## config.mk

```make
export PLATFORM = sky130hd
export DESIGN_NAME = imem_loader
export DESIGN_NICKNAME = d
export VERILOG_FILES = /design/src/rtl/imem_loader.sv
export SDC_FILE = /design/constraint.sdc
export NUM_CORES = 1
export LEC_CHECK = 0
export ABC_AREA = 1
export CORE_MARGIN = 2
export CORE_UTILIZATION = 50
export DETAILED_ROUTE_END_ITERATION = 7
export GPL_ROUTABILITY_DRIVEN = 0
export HOLD_SLACK_MARGIN = 0.15
export PLACE_DENSITY = 0.74
export SLEW_MARGIN = 40
export SYNTH_ARGS = -nofsm -noshare
export SYNTH_HDL_FRONTEND = slang
export SYNTH_SLANG_ARGS = --single-unit
```

## constraint.sdc

```tcl
create_clock -name i_clk -period 2 [get_ports i_clk]
set_clock_uncertainty 0.05 [all_clocks]
set_input_delay 0.5 -clock i_clk [delete_from_list [all_inputs] [get_ports i_clk]]
set_output_delay 0.5 -clock i_clk [all_outputs]
set_load 0.01 [all_outputs]
```

## src/rtl/imem_loader.sv

```systemverilog
// Boot loader: parses MAGIC, LEN, LEN*4 LE data bytes, XOR CKS.
// Ports: rx byte stream in; imem write port, core reset, done/error out.
module imem_loader #(
    parameter int         N          = 32,
    parameter int         IMEM_DEPTH = 76,
    parameter logic [7:0] MAGIC      = 8'hA5
) (
    input  logic         i_clk,
    input  logic         i_arst_n,
    input  logic [7:0]   i_rx_data,
    input  logic         i_rx_valid,
    output logic         o_rx_ready,
    output logic         o_imem_we,
    output logic [N-1:0] o_imem_addr,
    output logic [N-1:0] o_imem_wdata,
    output logic         o_cpu_rst_n,
    output logic         o_done,
    output logic         o_error
);

    typedef enum logic [2:0] {
        S_IDLE,
        S_LEN_LO,
        S_LEN_HI,
        S_DATA,
        S_CHECK,
        S_DONE,
        S_ERROR
    } state_t;

    state_t      state;
    logic [7:0]  len_lo;
    logic [15:0] cnt;
    logic [15:0] widx;
    logic [1:0]  bidx;
    logic [7:0]  cks;
    logic [23:0] sh;

    logic        acc;
    logic        is_magic;
    logic [15:0] len_full;

    assign acc      = i_rx_valid & o_rx_ready;
    assign is_magic = (i_rx_data == MAGIC);
    assign len_full = {i_rx_data, len_lo};

    always_ff @(posedge i_clk or negedge i_arst_n) begin
        if (!i_arst_n) begin
            state        <= S_IDLE;
            len_lo       <= '0;
            cnt          <= '0;
            widx         <= '0;
            bidx         <= '0;
            cks          <= '0;
            sh           <= '0;
            o_rx_ready   <= 1'b0;
            o_imem_we    <= 1'b0;
            o_imem_addr  <= '0;
            o_imem_wdata <= '0;
            o_cpu_rst_n  <= 1'b0;
            o_done       <= 1'b0;
            o_error      <= 1'b0;
        end else begin
            o_rx_ready <= 1'b1;
            o_imem_we  <= 1'b0;
            if (acc) begin
                unique case (state)
                    S_IDLE: begin
                        if (is_magic)
                            state <= S_LEN_LO;
                    end
                    S_LEN_LO: begin
                        len_lo <= i_rx_data;
                        state  <= S_LEN_HI;
                    end
                    S_LEN_HI: begin
                        cnt  <= len_full;
                        widx <= '0;
                        bidx <= '0;
                        cks  <= '0;
                        if (32'(len_full) > IMEM_DEPTH) begin
                            state   <= S_ERROR;
                            o_error <= 1'b1;
                        end else if (len_full == 16'd0) begin
                            state <= S_CHECK;
                        end else begin
                            state <= S_DATA;
                        end
                    end
                    S_DATA: begin
                        // First byte ends up in the low lane after 3 shifts.
                        cks  <= cks ^ i_rx_data;
                        sh   <= {i_rx_data, sh[23:8]};
                        bidx <= bidx + 2'd1;
                        if (bidx == 2'd3) begin
                            o_imem_we    <= 1'b1;
                            o_imem_addr  <= N'({widx, 2'b00});
                            o_imem_wdata <= N'({i_rx_data, sh});
                            widx         <= widx + 16'd1;
                            if (widx + 16'd1 == cnt)
                                state <= S_CHECK;
                        end
                    end
                    S_CHECK: begin
                        if (i_rx_data == cks) begin
                            state       <= S_DONE;
                            o_done      <= 1'b1;
                            o_cpu_rst_n <= 1'b1;
                        end else begin
                            state   <= S_ERROR;
                            o_error <= 1'b1;
                        end
                    end
                    S_DONE: begin
                        if (is_magic) begin
                            state       <= S_LEN_LO;
                            o_done      <= 1'b0;
                            o_cpu_rst_n <= 1'b0;
                        end
                    end
                    S_ERROR: begin
                        if (is_magic) begin
                            state   <= S_LEN_LO;
                            o_error <= 1'b0;
                        end
                    end
                    default: state <= S_IDLE;
                endcase
            end
        end
    end

endmodule

```

# == After elaboration in Yosys (flattened, before gate mapping) ==
# Index checks and enable logic that the tools add are counted.
# Widths: inputs -> output; s select.
# totals
regBits,129
latch_bits,0
mem_bits_rw,0
rom_bits,0
in_bits,11
out_inout_bits,69
elab_cells,71
mem_count,0
# op_classes
n_addsub,2
n_mul,0
div_mod_pow,0
magnitude_cmp,1
eq_ne,18
shift,0
mux,20
bitwise_logic,2
reduce_logical,15
# ops
cell,n
$pmux 16 s2,1
$add 16x1->16 const B,1
$eq 16x16->1,1
$gt 16x7->1 const B,1
$logic_not 16->1,1
$mux 16,1
$pmux 8 s2,1
$mux 3,5
$pmux 3 s5,1
$ne 2x2->1 const B,7
$eq 3x3->1 const B,3
$eq 8x8->1,1
$eq 8x8->1 const B,1
$reduce_and 2->1,4
$reduce_and 4->1,2
$xor 8x8->8,1
$mux 1,7
$eq 3x2->1 const B,2
$reduce_and 3->1,2
$reduce_and 5->1,1
$pmux 2 s2,1
$reduce_bool 2->1,2
$eq 3x1->1 const B,1
$logic_not 3->1,1
9 further kinds,9

# == Depth between registers and ports, before layout ==
# Gate-level depths: netlist (run 1).
# logic_depth
word_depth,5
depth_mapped,15
mapped_depth_nobuf,15

# == Worst setup path before layout (run 1) ==
# Ideal clock, no wire load.
# synth_path
path_type,reg2reg
from,register widx[0]
to,register state[1]
setup_ns,0.117
arrival_time_ns,1.634
required_time_ns,1.833
slack_ns,0.200
path_stages_with_launch,13
n_path_buf,0
period_less_slack_ns,1.800
cell_sequence,dfrtp_1 ha_1 or2_2 nand2_1 xor2_1 nor2_1 nand3_1 nor2_2 nand3_2 nand2_2 nand2_2 nand2_1 nand2_1
# synth_via
elab_chain_cells,4
# synth_rtl
item,line_no,text
"start, declared",34,logic [15:0] widx;
"start signal, assigned",99,widx <= widx + 16'd1;
$add 16x1->16,100,if (widx + 16'd1 == cnt)
$eq 16x16->1,100,
$ne 2x2->1 (no line),-,
$reduce_and 4->1 (no line),-,
"end signal, assigned",101,state <= S_CHECK;
"end signal, assigned",106,state <= S_DONE;
"end signal, assigned",110,state <= S_ERROR;
"end, declared",31,state_t state;
# Every way passes these cells.
# A chain may end at the register's enable or synchronous reset.

# == Worst setup path after layout (run 1) ==
# Ends and elaborated chain as after synthesis.

==> results of run 1 <==
==> layer usage <==
metal  global-route usage, %  vias up  routed length (microns)
met1                    30.0     2319                     6140
met3                    6.05       21                      784
met5                       0        -                        0
li1                        -     2349                        -
met2                    35.0      177                     6490
met4                    8.13        0                      231
==> synthesized netlist by cell type, types with 2 or more instances <==
library cell and count:
a22o_1 9, conb_1 2, nor4_1 2, buf_6 2, nand3b_1 6, dfrtp_1 129, nor2_4 2, o21ai_0 75
a21oi_1 5, mux2_2 2, nand3_1 42, inv_2 3, nor3_1 7, o21ai_1 25, nand4_1 9, nand2_1 183
nor2_2 9, buf_4 19, ha_1 2, clkbuf_1 9, o22ai_1 6, buf_2 8, xor2_1 12, nand3_2 2
inv_1 62, o21bai_1 2, nand2_2 7, nor2_1 26
==> logic make-up after synthesis <==
logic type | after synthesis | share of synthesized area [%]
AND/OR/NAND/NOR | 298 | 22.4
flip-flops | 129 | 54.4
AO/OA/AOI/OAI | 125 | 11.4
buffers and inverters | 105 | 8.26
XOR/XNOR | 14 | 2.55
adder cells (fa/ha/maj) | 2 | 0.422
other | 2 | 0.127
multiplexers | 2 | 0.379
==> power breakdown <==
part / switching (W) / internal [W] / total, W
clock network: 0.00105 / 0.00213 / 0.00319
registers: 0.000638 / 0.00332 / 0.00396
logic: 0.00155 / 0.00104 / 0.00259
total: 0.00324 / 0.00649 / 0.00973
==> flip-flops by register name (all words and copies together), names as in the netlist, 2 cells and up <==
signal and flops:
o_imem_wdata 32, sh 24, cnt 16, o_imem_addr 16
widx 16, cks 8, len_lo 8, state 3
bidx 2
==> critical path, cell delays in order (launching register included) <==
cell	delay (ns)
dfrtp_1	0.41
ha_4	0.19
nand3_2	0.12
nor2_2	0.15
nand3_1	0.11
nand2_1	0.09
nand3_1	0.06
nand2_1	0.06
nand2_1	0.06
nor2_2	0.15
nand3_2	0.11
nand2_4	0.10
nand2_4	0.05
nand2_1	0.05
nand2_1	0.06
==> layout make-up <==
cell class                      instances  area [sq um]
Clock inverter                          6           130
Clock buffer                           24           472
Timing Repair Buffer                   90           916
Fill cell                             934          3980
Multi-Input combinational cell        458          2360
Sequential cell                       129          3230
Tap cell                              143           179
Inverter                               66           250
==> through the flow <==
| stage | hold slack (ns) | TNS (ns) | total power (W) | instances |
|---|---|---|---|---|
| 3_3_place_gp | 0.263 | -2.05 | 0.00617 | 882 |
| 3_5_place_dp | 0.267 | -3.07 | 0.00631 | 882 |
| 2_1_floorplan | 0.154 | 0 | 0.00557 | 692 |
| 5_1_grt | 0.377 | -0.197 | 0.0103 | 916 |
| 4_1_cts | 0.360 | 0 | 0.00957 | 914 |
| 6_report | 0.384 | 0 | 0.00973 | 916 |
==> worst min path at each step <==
stage	startpoint	endpoint	slack (ns)	cells past startpoint
after detailed placement	i_arst_n	o_imem_wdata[24]$_DFFE_PN0P_	0.27	1
after floorplan	i_arst_n	bidx[0]$_DFFE_PN0P_	0.15	0
after global routing	i_arst_n	o_imem_wdata[24]$_DFFE_PN0P_	0.38	2
final	i_arst_n	o_imem_wdata[24]$_DFFE_PN0P_	0.38	2
after global placement	i_arst_n	o_imem_wdata[24]$_DFFE_PN0P_	0.26	1
after CTS	i_arst_n	o_imem_wdata[24]$_DFFE_PN0P_	0.36	2
==> cells in the final DEF (no fill, tap or decap), types with 4 or more instances in the layout <==
cell type,n
nand2_2,8
clkbuf_1,5
o21ai_1,26
clkbuf_16,17
buf_12,6
o22ai_1,6
nand2_1,178
nor2_4,6
nand2_4,4
a21oi_1,5
nor3_1,7
nand3_1,39
nand3_2,5
nand4_1,9
a22o_1,9
xor2_1,12
o21ai_0,74
nor2_2,7
nor2_1,24
clkdlybuf4s50_1,62
dfrtp_1,128
buf_4,19
nand3b_1,6
bufinv_16,4
conb_1,17
inv_1,62
==> timing repair <==
item | 4_1_cts | 5_1_grt
cloned | 0 | 0
hold buffers | 1 | 0
setup buffers | 1 | 2
endpoints found under the hold margin | 23 | 0
endpoints found under the setup margin | 3 | 3
pin swaps | 1 | 5
resized for setup | 2 | 23
==> results.cfg, run 1 <==
[sta]
setup_violations = 0
finalCriticalPeriod_ns = 1.95
finalCritPeriodShare_pct = 97.3
maxSlewViolCount = 0
hold_viol = 0
slew_headroom_pct = 66.0
worstMarginPinSlew_ns = 0.511
max_freq_ghz = 0.514
grt_setup_unrepaired = true
worst_slack_ns = 0.0538

[setup_path]
crit_path_end = state[1]$_DFFE_PN0P_
crit_path_start = widx[0]$_DFFE_PN0P_
arrival_ns = 2.19
end_kind = flip-flop
r2r_cells = 14
r2r_end = state[1]$_DFFE_PN0P_
crit_path_start_kind = flip-flop
crit_required_ns = 2.25
timing.rr.start = widx[0]$_DFFE_PN0P_
r2r_slack_ns = 0.05
worst-path-max-fanout = 4
critPathKind = flip-flop to flip-flop

[floorplan]
fp.dieW_microns = 113
io_pins = 80
initial_core_util_pct = 51.5
die_area_sq_mm = 0.0128
core-area_sq_mm = 0.0115
die_h_microns = 113
num_rows = 39

[synthesis]
ys_warn_count = 0
synth_top_area_share_pct = 54.4
synth.area.top_cells = dfrtp_1, nand2_1, o21ai_0
synth-async-reset-ratio_pct = 100
yosysTopAreaCell = dfrtp_1
synth_edf_count = 0
synth_flop_cell = dfrtp_1
yosysSeqAreaShare_pct = 54.4
syn_avg_cell_area_sq_um = 8.77
synth_seq_cells = 129
synthCells = 677
syn_area_sq_mm = 0.00593
synth_cell_types = 38

[job]
cap_violations = 0

[drt]
vias = 4866
firstDrtPassIters = 7
antenna_left = 0
first_iter_violations = 363
drc_errors = 8
avgRoutedWirePerCell_microns = 14.9
vias_per_cell = 5.31
routed_wl_microns = 13700

[status]
status = complete, but fails checks
violations = DRC

[grt]
antenna_found_initial = 0
overflow = 0
grt_start_max_net_pins = 86
grt_pass1_wl_microns = 22300
grt_pass1_vias = 4606
track_usage_pct = 22.3

[layout]
finalNetCount = 775
drive_gt1_share_pct = 11.9
stdcell_area_sq_mm = 0.00753
finish.utilization_pct = 65.4
n_antenna_cell = 0
area_growth_pct = 26.9

[clocking]
insertion_delay_ns = 0.42
cts_tree = yes
cts_htree_levels = 4
numClockSinks = 129
root_buffer = clkbuf_16
path_clk_slew_ns = 0.05
cts_made_buffers = 17
clock_tree.buffer_depth = 2

[placement]
dpl.hpwl_microns = 9230
dp_slack_ns = -0.177
io_buffers = 63
place_area_sq_mm = 0.00680

[pwr]
power_density_mw_per_mm2 = 1290
max-vdd-ir-drop_v = 0.000648
leakage_nw = 3.60

[min_path]
hold_path_class = input port to asynchronous set/reset pin
No activity file was read; power rests on OpenSTA's default activity.
==> run 2, diff against run 1 <==
- CORE_MARGIN: 2 -> unset
- CTS_BUF_LIST: unset -> sky130_fd_sc_hd__clkbuf_16
==> run 2 against run 1 <==
Net effect:
- fmax decreased by 2.3%
- sequential share of layout area decreased by 0.40 points
- via count increased by 2.1%
- register-to-register slack got worse by 0.05 ns
- largest cell class unchanged
- the run still ends with DRC left
- core utilization increased by 0.62 points
- global-route usage increased by 1.6 points
- clock power increased by 2%
==> results.cfg, run 2 (synthesis results as in run 1) <==
[status]
status = complete, but fails checks
violations = DRC

[layout]
top_register = o_imem_wdata
n_antenna_cell = 0
area_growth_pct = 28.1
largest_reg_flops = 32
finish.utilization_pct = 66.0
top_regs = o_imem_wdata: 32 flops, sh: 24 flops
final_common_cell = nand2_1
finalNetCount = 783
stdcell_area_sq_mm = 0.00760
drive_gt1_share_pct = 13.7
layout_common_cells = nand2_1, dfrtp_1, o21ai_0

[setup_path]
critPathKind = flip-flop to flip-flop
worst-path-max-fanout = 4
end_kind = flip-flop
crit_slowest_cell = dfrtp_1
crit_required_ns = 2.26
crit_path_start_kind = flip-flop
cp_num_buf_inv = 1
cp_common_cell = nand2_1
r2r_slack_ns = 0.009
path_delay_family = simple AND/OR/NAND/NOR gates
path_cells = ha_4, nand2_4, inv_1, nand2_1, nand2_1, nand2_1, nand2_1, nor2_1, nand3_1, nor2_2, nand3_2, nand2_4, nand2_4, nand2_1, nand2_1
arrival_ns = 2.26
cpPeakStageDelay_ns = 0.43

[grt]
overflow = 0
grt_start_max_net_pins = 49
grt_pass1_wl_microns = 22900
track_usage_pct = 23.9
grt_pass1_vias = 4816
antenna_found_initial = 0

[clocking]
path_clk_slew_ns = 0.06
cts_htree_levels = 4
cts_tree = yes
clock_tree.buffer_depth = 2
root_buffer = clkbuf_16
numClockSinks = 129
insertion_delay_ns = 0.43
cts_made_buffers = 17

[drt]
first_iter_violations = 307
firstDrtPassIters = 7
routed_wl_microns = 14000
vias = 4968
antenna_left = 0
avgRoutedWirePerCell_microns = 15.1
vias_per_cell = 5.37
drc_errors = 16

[sta]
hold_slack_ns = 0.431
worstMarginPinSlew_ns = 0.503
worst_slack_ns = 0.00868
max_freq_ghz = 0.502
finalCriticalPeriod_ns = 1.99
grt_setup_unrepaired = true
setup_violations = 0
maxSlewViolCount = 0
hold_viol = 0
finalCritPeriodShare_pct = 99.6
slew_headroom_pct = 66.4

[placement]
dpl.hpwl_microns = 9390
dp_slack_ns = -0.191
place_area_sq_mm = 0.00684
io_buffers = 63

[pwr]
power_density_mw_per_mm2 = 1290
leakage_nw = 3.64
finalPower_w = 0.00984
max-vdd-ir-drop_v = 0.000683

[floorplan]
die_area_sq_mm = 0.0123
num_rows = 39
fp.dieW_microns = 111
die_h_microns = 111
io_pins = 80
initial_core_util_pct = 51.5
core-area_sq_mm = 0.0115

[min_path]
hold_path_class = flip-flop to flip-flop

[job]
cap_violations = 0
-- run 2: cell types whose count changed in the layout (fill, tap and decap cells not counted), sizes merged --
cell | previous run | this run
clkinv | 3 | 7
clkbuf | 24 | 17
inv | 65 | 66
clkinvlp | 0 | 4
buf | 27 | 35
-- run 2: final timing paths --
check | from | to | cells past startpoint
setup / recovery | widx[0]$_DFFE_PN0P_ | state[2]$_DFFE_PN0P_ | 15
hold / removal | sh[10]$_DFFE_PN0P_ | sh[2]$_DFFE_PN0P_ | 2
setup reg to reg | widx[0]$_DFFE_PN0P_ | state[2]$_DFFE_PN0P_ | 15
hold reg to reg | sh[10]$_DFFE_PN0P_ | sh[2]$_DFFE_PN0P_ | 2
max in group asynchronous | i_arst_n | widx[2]$_DFFE_PN0P_ | 3
min in group asynchronous | i_arst_n | o_imem_wdata[24]$_DFFE_PN0P_ | 2
-- run 2: area by class of cell --
cell class | count | area (sq um)
clock inverters | 15 | 194
fillers | 890 | 3910
repair buffers | 98 | 963
flip-flops and latches | 129 | 3230
clock buffers | 17 | 425
inverters | 66 | 250
well taps | 143 | 179
multi-input cells | 458 | 2360
-- run 2: report_power, final --
part           internal [W]  total (W)  leakage (nW)  switching (W)
sequential          0.00332    0.00396          1.66       0.000644
combinational       0.00106    0.00264          1.68        0.00158
clock               0.00207    0.00324         0.294        0.00117
total               0.00645    0.00984          3.64        0.00339
-- run 2: layer usage --
metal	vias up	global-route usage (%)	share of wire (%)
li1	2367	-	-
met1	2399	31.3	44
met2	173	38.2	49
met3	29	6.01	5.6
met4	0	9.32	2.0
met5	-	0	0
-- run 2: worst register-to-register path: cells and delay by family, from the launching register on --
family,cells,cell delay (ns)
AND/OR/NAND/NOR,13,1.15
flip-flops,1,0.43
adder cells (fa/ha/maj),1,0.20
buffers and inverters,1,0.08
-- run 2: repair_timing --
action                                 4_1_cts  5_1_grt
resized for setup                            2       26
setup endpoints to repair                    3        6
gates cloned                                 0        0
pin swaps                                    1        7
hold buffers                                 1        0
buffers inserted                             1        4
endpoints found under the hold margin       27        0
-- run 2: per-stage QoR --
step | std cells | setup TNS (ns)
5_1_grt | 926 | -0.319
4_1_cts | 922 | 0
6_report | 926 | 0
2_1_floorplan | 692 | 0
3_3_place_gp | 888 | -2.73
3_5_place_dp | 888 | -4.82
==> run 3, diff against run 2 <==
- ABC_AREA: 1 -> unset
- PLACE_DENSITY: 0.74 -> 0.73
==> run 3 against run 2 <==
Net effect:
- the flow finishes with violations (setup timing)
- final cell count down 6.8%
- worst hold slack worse by 0.0058 ns
- fmax down 17%
- register-to-register slack got worse by 0.40 ns
- first-iteration DRC count grew 4.2%
- synthesized cell count fell by 17%
- non-clock buffer count is 62 higher
- clock power grew 2%
- highest routed layer unchanged
==> results.cfg, run 3 <==
[status]
status = complete, but fails checks
violations = setup timing

[synthesis]
synthTopCellsByCount = dfrtp_1, nand2_1, mux2_2
synth_edf_count = 0
synth_flop_cell = dfrtp_1
synth-async-reset-ratio_pct = 100
ys_warn_count = 0
synth.area.top_cells = dfrtp_1, mux2_2, nand2_1
synth_seq_cells = 129
synthCells = 564
syn_area_sq_mm = 0.00611
yosysTopAreaCell = dfrtp_1
synth_cell_types = 52
synth_top_area_share_pct = 52.8
yosysSeqAreaShare_pct = 52.8
syn_avg_cell_area_sq_um = 10.8
synth_most_common_cell = dfrtp_1

[layout]
top_regs = o_imem_wdata: 32 flops, sh: 24 flops
area_growth_pct = 36.6
largest_reg_flops = 32
layout_common_cells = dfrtp_1, nand2_1, buf_4
regArea_sq_mm = 0.00323
finalNetCount = 717
top_register = o_imem_wdata
n_antenna_cell = 0
multi_input_area_sq_mm = 0.00285
final_common_cell = dfrtp_1
fillerInstances = 843
stdcell_area_sq_mm = 0.00835
drive_gt1_share_pct = 32.8

[clocking]
cts_htree_levels = 4
cts_tree = yes
cts_made_buffers = 17
insertion_delay_ns = 0.42
path_clk_slew_ns = 0.06
clock_tree.buffer_depth = 2
numClockSinks = 129
root_buffer = clkbuf_16

[sta]
setup_violations = 3
maxSlewViolCount = 0
grt_setup_unrepaired = true
max_freq_ghz = 0.419
finalCritPeriodShare_pct = 119
finalCriticalPeriod_ns = 2.39
worst_slack_ns = -0.389
hold_slack_ns = 0.425
hold_viol = 0

[placement]
place_area_sq_mm = 0.00753
dpl.hpwl_microns = 10100
dp_slack_ns = -0.581
io_buffers = 63

[setup_path]
crit_path_start_kind = flip-flop
arrival_ns = 2.69
path_delay_family = simple AND/OR/NAND/NOR gates
cp_num_buf_inv = 1
crit_required_ns = 2.30
end_kind = flip-flop
crit_slowest_cell = or4_4
critPathKind = flip-flop to flip-flop
cp_num_cells = 7
worst-path-max-fanout = 3
r2r_cells = 7
cpPeakStageDelay_ns = 0.52
path_cells = nand4_4, nor4_4, buf_4, xnor2_2, a2111o_1, or4_4, a31oi_1

[drt]
routed_wl_microns = 15000
vias = 4853
firstDrtPassIters = 4
avgRoutedWirePerCell_microns = 17.4
antenna_left = 0
drc_errors = 0
vias_per_cell = 5.62
first_iter_violations = 320

[pwr]
p_int_w = 0.00728
p_clk_share_pct = 31.0
finalPower_w = 0.0106
power_density_mw_per_mm2 = 1270
swShare_pct = 31.2
max-vdd-ir-drop_v = 0.000892
comb_power_share_pct = 29.7
leakage_nw = 3.99
power.share.sequential_pct = 39.3
power.switching_w = 0.00331

[floorplan]
die_area_sq_mm = 0.0127
num_rows = 40
core-area_sq_mm = 0.0120
io_pins = 80
fp.dieW_microns = 113
initial_core_util_pct = 51.1
die_h_microns = 113

[grt]
overflow = 0
antenna_found_initial = 0
grt_start_max_net_pins = 50
grt_pass1_wl_microns = 25100
grt_pass1_vias = 5035
track_usage_pct = 25.9

[min_path]
hold_path_class = flip-flop to flip-flop
hold_path_depth = 2

[job]
cap_violations = 0
## run 3: metrics by stage
step	utilization, %	std cells	setup TNS (ns)
after global placement	63.0	821	-34.59
final	69.8	863	-1.12
after global routing	69.8	863	-1.41
after floorplan	-	579	-0.413
after detailed placement	63.0	821	-37.20
after CTS	69.0	859	-1.01
## run 3: worst min-delay path, stage by stage (launching register included)
cell and delay (ns):
dfrtp_1 0.34, nand2_1 0.05, nand2_1 0.06
## run 3: worst paths after layout
check                               startpoint  slack [ns]                           end
max reg2reg                widx[2]$_DFFE_PN0P_       -0.39          state[2]$_DFFE_PN0P_
min                          sh[4]$_DFFE_PN0P_        0.43             sh[4]$_DFFE_PN0P_
min reg2reg                  sh[4]$_DFFE_PN0P_        0.43             sh[4]$_DFFE_PN0P_
max in group asynchronous             i_arst_n        0.74             sh[5]$_DFFE_PN0P_
min in group asynchronous             i_arst_n        0.52  o_imem_wdata[22]$_DFFE_PN0P_
max                        widx[2]$_DFFE_PN0P_       -0.39          state[2]$_DFFE_PN0P_
## run 3: final cells by class
class / instances / share of cell area (%)
clock inverter: 14 / 2.43
clock buffer: 17 / 5.09
inverter: 4 / 0.180
multi-input combinational: 392 / 34.1
timing repair buffer: 160 / 17.3
tap: 147 / 2.20
sequential: 129 / 38.7
## run 3: cell families (layout without fill, tap and decap cells)
family	after synthesis	after routing	synth area share, %
flops	129	129	52.8
compound gates	87	87	8.88
xor+xnor	29	29	4.15
simple gates	182	182	14.7
other cells	2	17	0.123
mux	75	75	13.8
buf+inv	58	195	5.12
fa+ha+maj	2	2	0.409
## run 3: power groups by stage
| stage | clock [W] | sequential [W] | combinational [W] |
|---|---|---|---|
| finish | 0.00329 | 0.00416 | 0.00315 |
| global route | 0.00346 | 0.00427 | 0.00340 |
| floorplan | 0 | 0.00411 | 0.00175 |
| global placement | 0 | 0.00413 | 0.00287 |
| detailed placement | 0 | 0.00418 | 0.00299 |
| CTS | 0.00336 | 0.00416 | 0.00306 |
## run 3: routing by layer
layer	global-route usage, %	routed length [microns]
met5	0	0
met4	14.1	389
met3	5.29	638
met2	43.0	7600
met1	31.6	6390
## run 3: what timing repair did
item                                    CTS  global route
setup buffers                             6             5
hold buffers                              1             0
endpoints found under the setup margin   14             6
endpoints found under the hold margin    28             0
resized for setup                         8            19
pin swaps                                 6            11
